### src/rtl/pfb_pkg.sv
// rtl/pfb_pkg.sv - shared types and constants for the PFB channel selector
package pfb_pkg;

   // Frame alignment state: SYNC until the first tlast is seen, then RUN
   typedef enum logic {
      SYNC = 1'b0,
      RUN  = 1'b1
   } state_t;

   // One complex sample: I in the low half, Q in the high half
   localparam int SAMPLE_W = 32;
   localparam int IQ_W     = 16;

endpackage : pfb_pkg

### src/rtl/pfb_lane_mux.sv
// rtl/pfb_lane_mux.sv - combinational LANES:1 sample multiplexer over a PFB beat
module pfb_lane_mux
   import pfb_pkg::*;
#(
   parameter int LANES = 8
) (
   input  logic [LANES*SAMPLE_W-1:0] data,
   input  logic [$clog2(LANES)-1:0]  sel,
   output logic [SAMPLE_W-1:0]       sample
);

   localparam int SW = $clog2(LANES);

   // Pick the lane whose index matches sel; zero if sel is out of range
   always_comb begin
      sample = '0;
      for (int k = 0; k < LANES; k++) begin
         if (sel == SW'(k)) begin
            sample = data[k*SAMPLE_W +: SAMPLE_W];
         end
      end
   end

endmodule : pfb_lane_mux

### src/rtl/pfb_chsel.sv
// rtl/pfb_chsel.sv - selects one channel per PFB frame; optional PFB_CHSEL_SYNC_ERR_EN framing check
module pfb_chsel
   import pfb_pkg::*;
#(
   parameter int N = 64,
   parameter int L = 4
) (
   input  logic                      aclk,
   input  logic                      aresetn,
   input  logic                      s_axis_tvalid,
   input  logic                      s_axis_tlast,
   input  logic [2*L*SAMPLE_W-1:0]   s_axis_tdata,
   output logic                      m_axis_tvalid,
   output logic [SAMPLE_W-1:0]       m_axis_tdata,
   output logic [$clog2(N)-1:0]      m_axis_tuser,
   input  logic [31:0]               CHID_REG,
   output logic                      SYNC_ERR
);

   localparam int LANES = 2 * L;
   localparam int F     = N / LANES;
   localparam int LOGN  = $clog2(N);
   localparam int LW    = $clog2(LANES);
   localparam int CW    = (F > 1) ? $clog2(F) : 1;

   localparam logic [CW-1:0] LAST_BEAT = CW'(F - 1);

   state_t              state;
   state_t              state_nxt;
   logic [CW-1:0]       cnt;
   logic [LOGN-1:0]     chan_q;
   logic [LOGN-1:0]     chan_eff;
   logic [LOGN-1:0]     beat_full;
   logic [CW-1:0]       beat_sel;
   logic [LW-1:0]       lane_sel;
   logic                first_beat;
   logic                hit;
   logic [SAMPLE_W-1:0] lane_data;
   logic                unused_chid_bits;

   // Only the low LOGN bits of the channel register carry meaning
   assign unused_chid_bits = ^CHID_REG[31:LOGN];

   // A new channel request is taken on beat 0 and used on that same beat
   assign first_beat = (state == RUN) && s_axis_tvalid && (cnt == '0);
   assign chan_eff   = first_beat ? CHID_REG[LOGN-1:0] : chan_q;
   assign beat_full  = chan_eff >> LW;
   assign beat_sel   = beat_full[CW-1:0];
   assign lane_sel   = chan_eff[LW-1:0];

   pfb_lane_mux #(
      .LANES (LANES)
   ) u_lane_mux (
      .data   (s_axis_tdata),
      .sel    (lane_sel),
      .sample (lane_data)
   );

   // State register
   always_ff @(posedge aclk or negedge aresetn) begin
      if (!aresetn) begin
         state <= SYNC;
      end else begin
         state <= state_nxt;
      end
   end

   // Next state: leave SYNC on the first frame boundary, then stay in RUN
   always_comb begin
      state_nxt = state;
      case (state)
         SYNC:    if (s_axis_tvalid && s_axis_tlast) state_nxt = RUN;
         RUN:     state_nxt = RUN;
         default: state_nxt = SYNC;
      endcase
   end

   // Output decode: the selected beat of an aligned frame produces a sample
   always_comb begin
      hit = 1'b0;
      if (state == RUN && s_axis_tvalid) begin
         hit = (cnt == beat_sel);
      end
   end

   // Beat counter: wraps at frame end, tlast always realigns it to zero
   always_ff @(posedge aclk or negedge aresetn) begin
      if (!aresetn) begin
         cnt <= '0;
      end else if (s_axis_tvalid) begin
         if (state == SYNC || s_axis_tlast || cnt == LAST_BEAT) begin
            cnt <= '0;
         end else begin
            cnt <= cnt + 1'b1;
         end
      end
   end

   // Channel latch: mid-frame register writes wait for the next frame
   always_ff @(posedge aclk or negedge aresetn) begin
      if (!aresetn) begin
         chan_q <= '0;
      end else if (first_beat) begin
         chan_q <= CHID_REG[LOGN-1:0];
      end
   end

   // Output register: one-cycle valid pulse, data and index held otherwise
   always_ff @(posedge aclk or negedge aresetn) begin
      if (!aresetn) begin
         m_axis_tvalid <= 1'b0;
         m_axis_tdata  <= '0;
         m_axis_tuser  <= '0;
      end else begin
         m_axis_tvalid <= hit;
         if (hit) begin
            m_axis_tdata <= lane_data;
            m_axis_tuser <= chan_eff;
         end
      end
   end

`ifdef PFB_CHSEL_SYNC_ERR_EN
   logic frame_err;

   // Misplaced tlast, or a missing tlast on the last beat, is a framing error
   always_comb begin
      frame_err = 1'b0;
      if (state == RUN && s_axis_tvalid) begin
         frame_err = s_axis_tlast ? (cnt != LAST_BEAT) : (cnt == LAST_BEAT);
      end
   end

   // Sticky error flag, cleared only by reset
   always_ff @(posedge aclk or negedge aresetn) begin
      if (!aresetn) begin
         SYNC_ERR <= 1'b0;
      end else if (frame_err) begin
         SYNC_ERR <= 1'b1;
      end
   end
`else
   assign SYNC_ERR = 1'b0;
`endif

endmodule : pfb_chsel
### config.mk
export PLATFORM = sky130hd
export DESIGN_NAME = pfb_chsel
export DESIGN_NICKNAME = d
export VERILOG_FILES = /design/src/rtl/pfb_pkg.sv /design/src/rtl/pfb_lane_mux.sv /design/src/rtl/pfb_chsel.sv
export SDC_FILE = /design/constraint.sdc
export NUM_CORES = 1
export LEC_CHECK = 0
export ABC_CLOCK_PERIOD_IN_PS = 3540
export CAP_MARGIN = 20
export CORE_AREA = 2 2 128 130
export CTS_BUF_LIST = sky130_fd_sc_hd__clkbuf_4
export CTS_CLUSTER_DIAMETER = 80
export CTS_CLUSTER_SIZE = 40
export DETAILED_ROUTE_END_ITERATION = 10
export DIE_AREA = 0 0 130 132
export PLACE_DENSITY = 0.67
export SLEW_MARGIN = 15
export SYNTH_ARGS = -nofsm -noshare
export SYNTH_HDL_FRONTEND = slang
export SYNTH_SLANG_ARGS = --single-unit
### constraint.sdc
create_clock -name aclk -period 3.54 [get_ports aclk]
set_input_delay 0.708 -clock aclk [delete_from_list [all_inputs] [get_ports aclk]]
set_output_delay 0.708 -clock aclk [all_outputs]
set_load 0.1 [all_outputs]
* Yosys cells after proc, flatten, opt, wreduce, memory -nomap -nowiden *
Cells that the tools add are included.

word-level totals
  flip-flop bits (word level) = 49
  bits in latches = 0
  word-level logic and storage cells = 37
  ROM bits = 0
  memories = 0
  bits in writable memories = 0
  output and inout port bits = 40

operators by class
  order comparisons = 0
  shifts and indexed selects = 0
  mux-type cells = 13
  equal/unequal tests = 9
  div/mod/pow operators = 0
  bitwise logic cells = 1
  $mul = 0
  add/subtract/negate cells = 1
  reduce and logical (&&, ||, !) cells = 7

operators by type and width
  cell                                            number
  two-way mux 32 bit                              8
  == test 3 bit (second input constant)           5
  == test 3 x 2 -> 1 bit (second input constant)  2
  logical NOT 3 bit                               2
  two-way mux 6 bit                               1
  adder 3 x 1 -> 3 bit (second input constant)    1
  == test 3 x 1 -> 1 bit (second input constant)  1
  == test 3 bit                                   1
  logical AND 1 bit                               3
  two-way mux 3 bit                               1
  logical OR 1 bit                                2
  two-way mux 1 bit                               2
  case mux 1 bit (2 select lines)                 1
  NOT 1 bit                                       1

* Longest topological paths before layout *
  depth after elaboration = 12
  mapped depth = 11
  mapped depth without buffers = 9

* Cells and area by module *
From an unflattened synthesis, not the netlist that was laid out.

unflattened totals
  cells, all modules = 506
  area, all modules = 4,705.8 um^2

modules (own cells, without submodules)
  module        cells an instance  instances  seq. area each (um^2)  area each (um^2)
  pfb_lane_mux  378                1          0.0                    2,626.3
  pfb_chsel     128                1          1,226.2                2,079.5

* Worst setup path after synthesis *
Ideal clock, no wire load.

  path type = input-to-reg
  from = in s_axis_tvalid
  to = reg m_axis_tuser[2]
  cell stages on the path = 8
  setup slack = 907 ps
  arrival time = 2,507 ps
  library setup time = 125 ps
  data required time = 3,415 ps
  path through = buf_4 nand4b_4 mux2_4 xnor2_1 or4_1 buf_2 buf_6 mux2_4

between the ends
  longest elaborated chain between the ends = 5

ends and longest elaborated chain
  what                            RTL line          text
  from (decl)                     pfb_chsel.sv:10   input logic s_axis_tvalid,
  logical AND 1 bit (2 in a row)  pfb_chsel.sv:45   assign first_beat = (state == RUN) && s_axis_tvalid && (cnt == '0);
  two-way mux 6 bit               -
  named net chan_eff[3]           pfb_chsel.sv:32   logic [LOGN-1:0] chan_eff;
  == test 3 bit                   pfb_chsel.sv:82   hit = (cnt == beat_sel);
  two-way mux 1 bit               pfb_chsel.sv:81   if (state == RUN && s_axis_tvalid) begin
  to (signal assigned)            pfb_chsel.sv:118  m_axis_tuser <= chan_eff;
  to (decl)                       pfb_chsel.sv:15   output logic [$clog2(N)-1:0] m_axis_tuser,

The timed path passes the listed nets, and every way through them passes these cells.
A chain may end at the register's enable or synchronous reset.

* Worst setup path in the final report *
  from = in s_axis_tvalid
  to = reg m_axis_tuser[3]

between the ends
  longest elaborated chain between the ends = 5

ends and longest elaborated chain
  what                                RTL line
  logical AND 1 bit (*) (2 in a row)  pfb_chsel.sv:45
  two-way mux 6 bit (*)               -
  named net chan_eff[3]               pfb_chsel.sv:32
  == test 3 bit                       pfb_chsel.sv:82
  two-way mux 1 bit                   pfb_chsel.sv:81

Mark *: on every way through the listed nets, which the timed path passes. The rest lies on a longest branch.

==> results_dict.tcl <==
set metrics [dict create \
    synth_fa_ha_area_frac 0.00992 \
    syn-cell-area_um2 3780 \
    criticalPathCategory "primary input to flip-flop" \
    core_area_um2 15700 \
    critPathRequiredTime_ns 3.82 \
    cp_max_fo 72 \
    grt_max_degree 73 \
    end_kind "flip-flop" \
    final_area_um2 7150 \
    die_w_um 130 \
    synth_xor_area_frac 0.00463 \
    period_minus_slack_ns 2.84 \
    synth_common_cells "63 x mux2_2, 49 x dfrtp_1, 48 x nand2_1" \
    grt_pass1_vias 4948 \
    startpoint "s_axis_tvalid" \
    cts-resized-gates 0 \
    io_pins 332 \
    maxSlewHeadroom 0.321 \
    worst_slew_pin_slew_ns 1.02 \
    gr-total-overflow 0 \
    drive_gt1_frac 0.169 \
    place_inst 876 \
    p_int_mw 2.12 \
    cts.sinks 49 \
    place.gp.congestion 0.876 \
    ys_ff_latch 49 \
    met1_usage 0.228 \
    postCtsSetupRepairBufs 0 \
    finalNetCount 962 \
    finalCritPeriodShare 0.802 \
    synth_top_family_by_area "compound AO/OA/AOI/OAI gates" \
    worstSkewPairLatency_ns 0.39 \
    synth_compound_area_frac 0.296 \
    ys_warn_count 0 \
    comb_power_share 0.754 \
    synth_mux_area_frac 0.234 \
    synth_top_area_frac 0.324 \
    use_met3 0.0450 \
    setup_viol 0 \
    placed_cell_area_um2 7090 \
    yosys.area.top_type "dfrtp_1" \
    hold_class "primary input to asynchronous set/reset pin" \
    hpwl_mm 13.8 \
    h-tree-depth 2 \
    cts_tree "done" \
    synthArstFlopShare 1.00 \
    fmax_mhz 352 \
    viasPerCell 5.06 \
    finalPower_mw 4.83 \
    maxSlewViolCount 0 \
    synthSimpleGateAreaFrac 0.0751 \
    switchingPower_mw 2.71 \
    busiest_layer "met2" \
    antenna_found_initial 1 \
    pwr-share-clk 0.058 \
    worst_setup_path_start_kind "primary input" \
    worstReg2RegEnd "m_axis_tuser[3]" \
    seq_power_share 0.188 \
    routed_wl_mm 17.3 \
    clock_skew_ns 0.0116 \
    rr_worst_depth 8 \
    swShare 0.561 \
    syn_to_final_growth_pct 89.1 \
    drt_iter0_drc 283 \
    rrSetupSlack_ns 0.73 \
    hold_viol 0 \
    holdWs_ns 0.282 \
    ys_types 38 \
    worstReg2RegStart "cnt[0]" \
    run_status "finished, final reports clean" \
    ys.flop_type "dfrtp_1" \
    rows 46 \
    initial_core_util 0.241 \
    dieArea_um2 17200 \
    endpoint "m_axis_tuser[3]" \
    rsz0062_at_grt "no" \
    ctsHoldBuffers 0 \
    wl_per_cell_um 19.5 \
    synth_cells 378 \
    tns_ns 0 \
    root_buffer "clkbuf_4" \
    grt_usage 0.199 \
    powerDensity_nw_per_um2 675 \
    postRouteAntennaNets 0 \
    drt_drc_violations_left 0 \
    synth_edf_count 0 \
    fin_cells 885 \
    grt_use_met2 0.369 \
    ir_worst_vdd_mv 0.357 \
    portBuffers 304 \
    clk_pin_slew_ns 0.16 \
    crit_arrival_ns 3.12 \
    syn_nets 673 \
    yosysMostFrequentCell "mux2_2" \
    leakage_nw 2.74 \
    vias 4478 \
    clock_path_buffers 2 \
    drv_cap 0 \
    synth_area_leaders "dfrtp_1 32%, mux2_2 19%, a222oi_1 8.2%" \
    first_pass_iters 5 \
    cts_buffers 5 \
    grt_first_pass_wirelength_mm 26.6 \
    die_height_um 132 \
    ys_seq_area_frac 0.324 \
    avgSynthCellArea_um2 10.0 \
]
==> state kept, by name, summed over array words and instances, names as in the netlist <==
register	cells
m_axis_tdata	32
m_axis_tuser	6
chan_q	6
m_axis_tvalid	1
cnt	3
state	1
==> how the worst min path moves through the flow <==
stage / depth (start not counted) / endpoint / slack, ns
after CTS: 1 / m_axis_tuser[3] / 0.27
after global placement: 2 / m_axis_tdata[27] / 0.46
after floorplan: 0 / chan_q[0] / 0.41
final: 1 / m_axis_tuser[4] / 0.28
after global routing: 1 / m_axis_tuser[4] / 0.28
after detailed placement: 2 / m_axis_tdata[19] / 0.47
==> cell type report <==
class                   count  area [µm²]
fillers                  1480        8560
inverters                   6        22.5
multi-input cells         284        2370
well taps                 216         270
diodes                      1        2.50
repair buffers            321        3200
clock buffers               5        37.5
clock inverters             3        22.5
flip-flops and latches     49        1230
==> cells by family (layout without fill, tap and decap cells) <==
| group | Yosys count | after routing |
|---|---|---|
| XOR/XNOR | 2 | 2 |
| multiplexers | 75 | 75 |
| AND/OR/NAND/NOR | 63 | 63 |
| AO/OA/AOI/OAI | 140 | 140 |
| other | 1 | 2 |
| buffers and inverters | 45 | 335 |
| adder cells (fa/ha/maj) | 3 | 3 |
| flip-flops | 49 | 49 |
==> per-stage QoR <==
stage / setup slack, ns / util
detailed placement: 0.271 / 0.451
CTS: 0.714 / 0.455
global placement: 0.273 / 0.450
floorplan: 0.907 / -
global route: 0.541 / 0.455
finish: 0.702 / 0.455
==> cell usage in the layout (no fill, tap or decap), types with 2 or more instances in the layout <==
cell type | netlist | layout
mux2_2 | 63 | 63
nor2_1 | 4 | 3
o2bb2ai_1 | 31 | 31
o21ai_1 | 5 | 5
a222oi_1 | 31 | 31
nand2_1 | 48 | 48
ha_1 | 3 | 3
dfrtp_1 | 49 | 49
buf_12 | 0 | 4
mux2_4 | 10 | 10
clkbuf_4 | 0 | 5
nor3b_1 | 3 | 3
a2bb2oi_1 | 2 | 2
xnor2_1 | 2 | 2
buf_4 | 2 | 20
nor2b_1 | 3 | 3
inv_1 | 5 | 5
clkinvlp_4 | 0 | 3
clkdlybuf4s50_1 | 0 | 296
o221ai_1 | 31 | 31
o21ai_0 | 30 | 29
o22ai_1 | 2 | 2
==> layer usage <==
| metal | wire length [µm] | up-vias |
|---|---|---|
| met5 | 0 | - |
| met4 | 341 | 0 |
| met3 | 1170 | 22 |
| met2 | 9000 | 203 |
| met1 | 6780 | 2149 |
| li1 | - | 2104 |
==> critical path: stages <==
cell and delay (ns):
clkdlybuf4s50_1 0.52, nand4b_4 0.17, mux2_4 0.36, xnor2_1 0.12
or4_2 0.68, buf_12 0.23, mux2_4 0.32
==> power groups by stage <==
stage                     Clock [mW]  Sequential, mW  Combinational [mW]
after global routing           0.322           0.941                3.84
after floorplan                    0            2.31                1.16
final                          0.278           0.910                3.64
after CTS                      0.299           0.913                3.66
after detailed placement           0           0.923                3.66
after global placement             0           0.911                3.62
(Power assumes the default switching activity.)
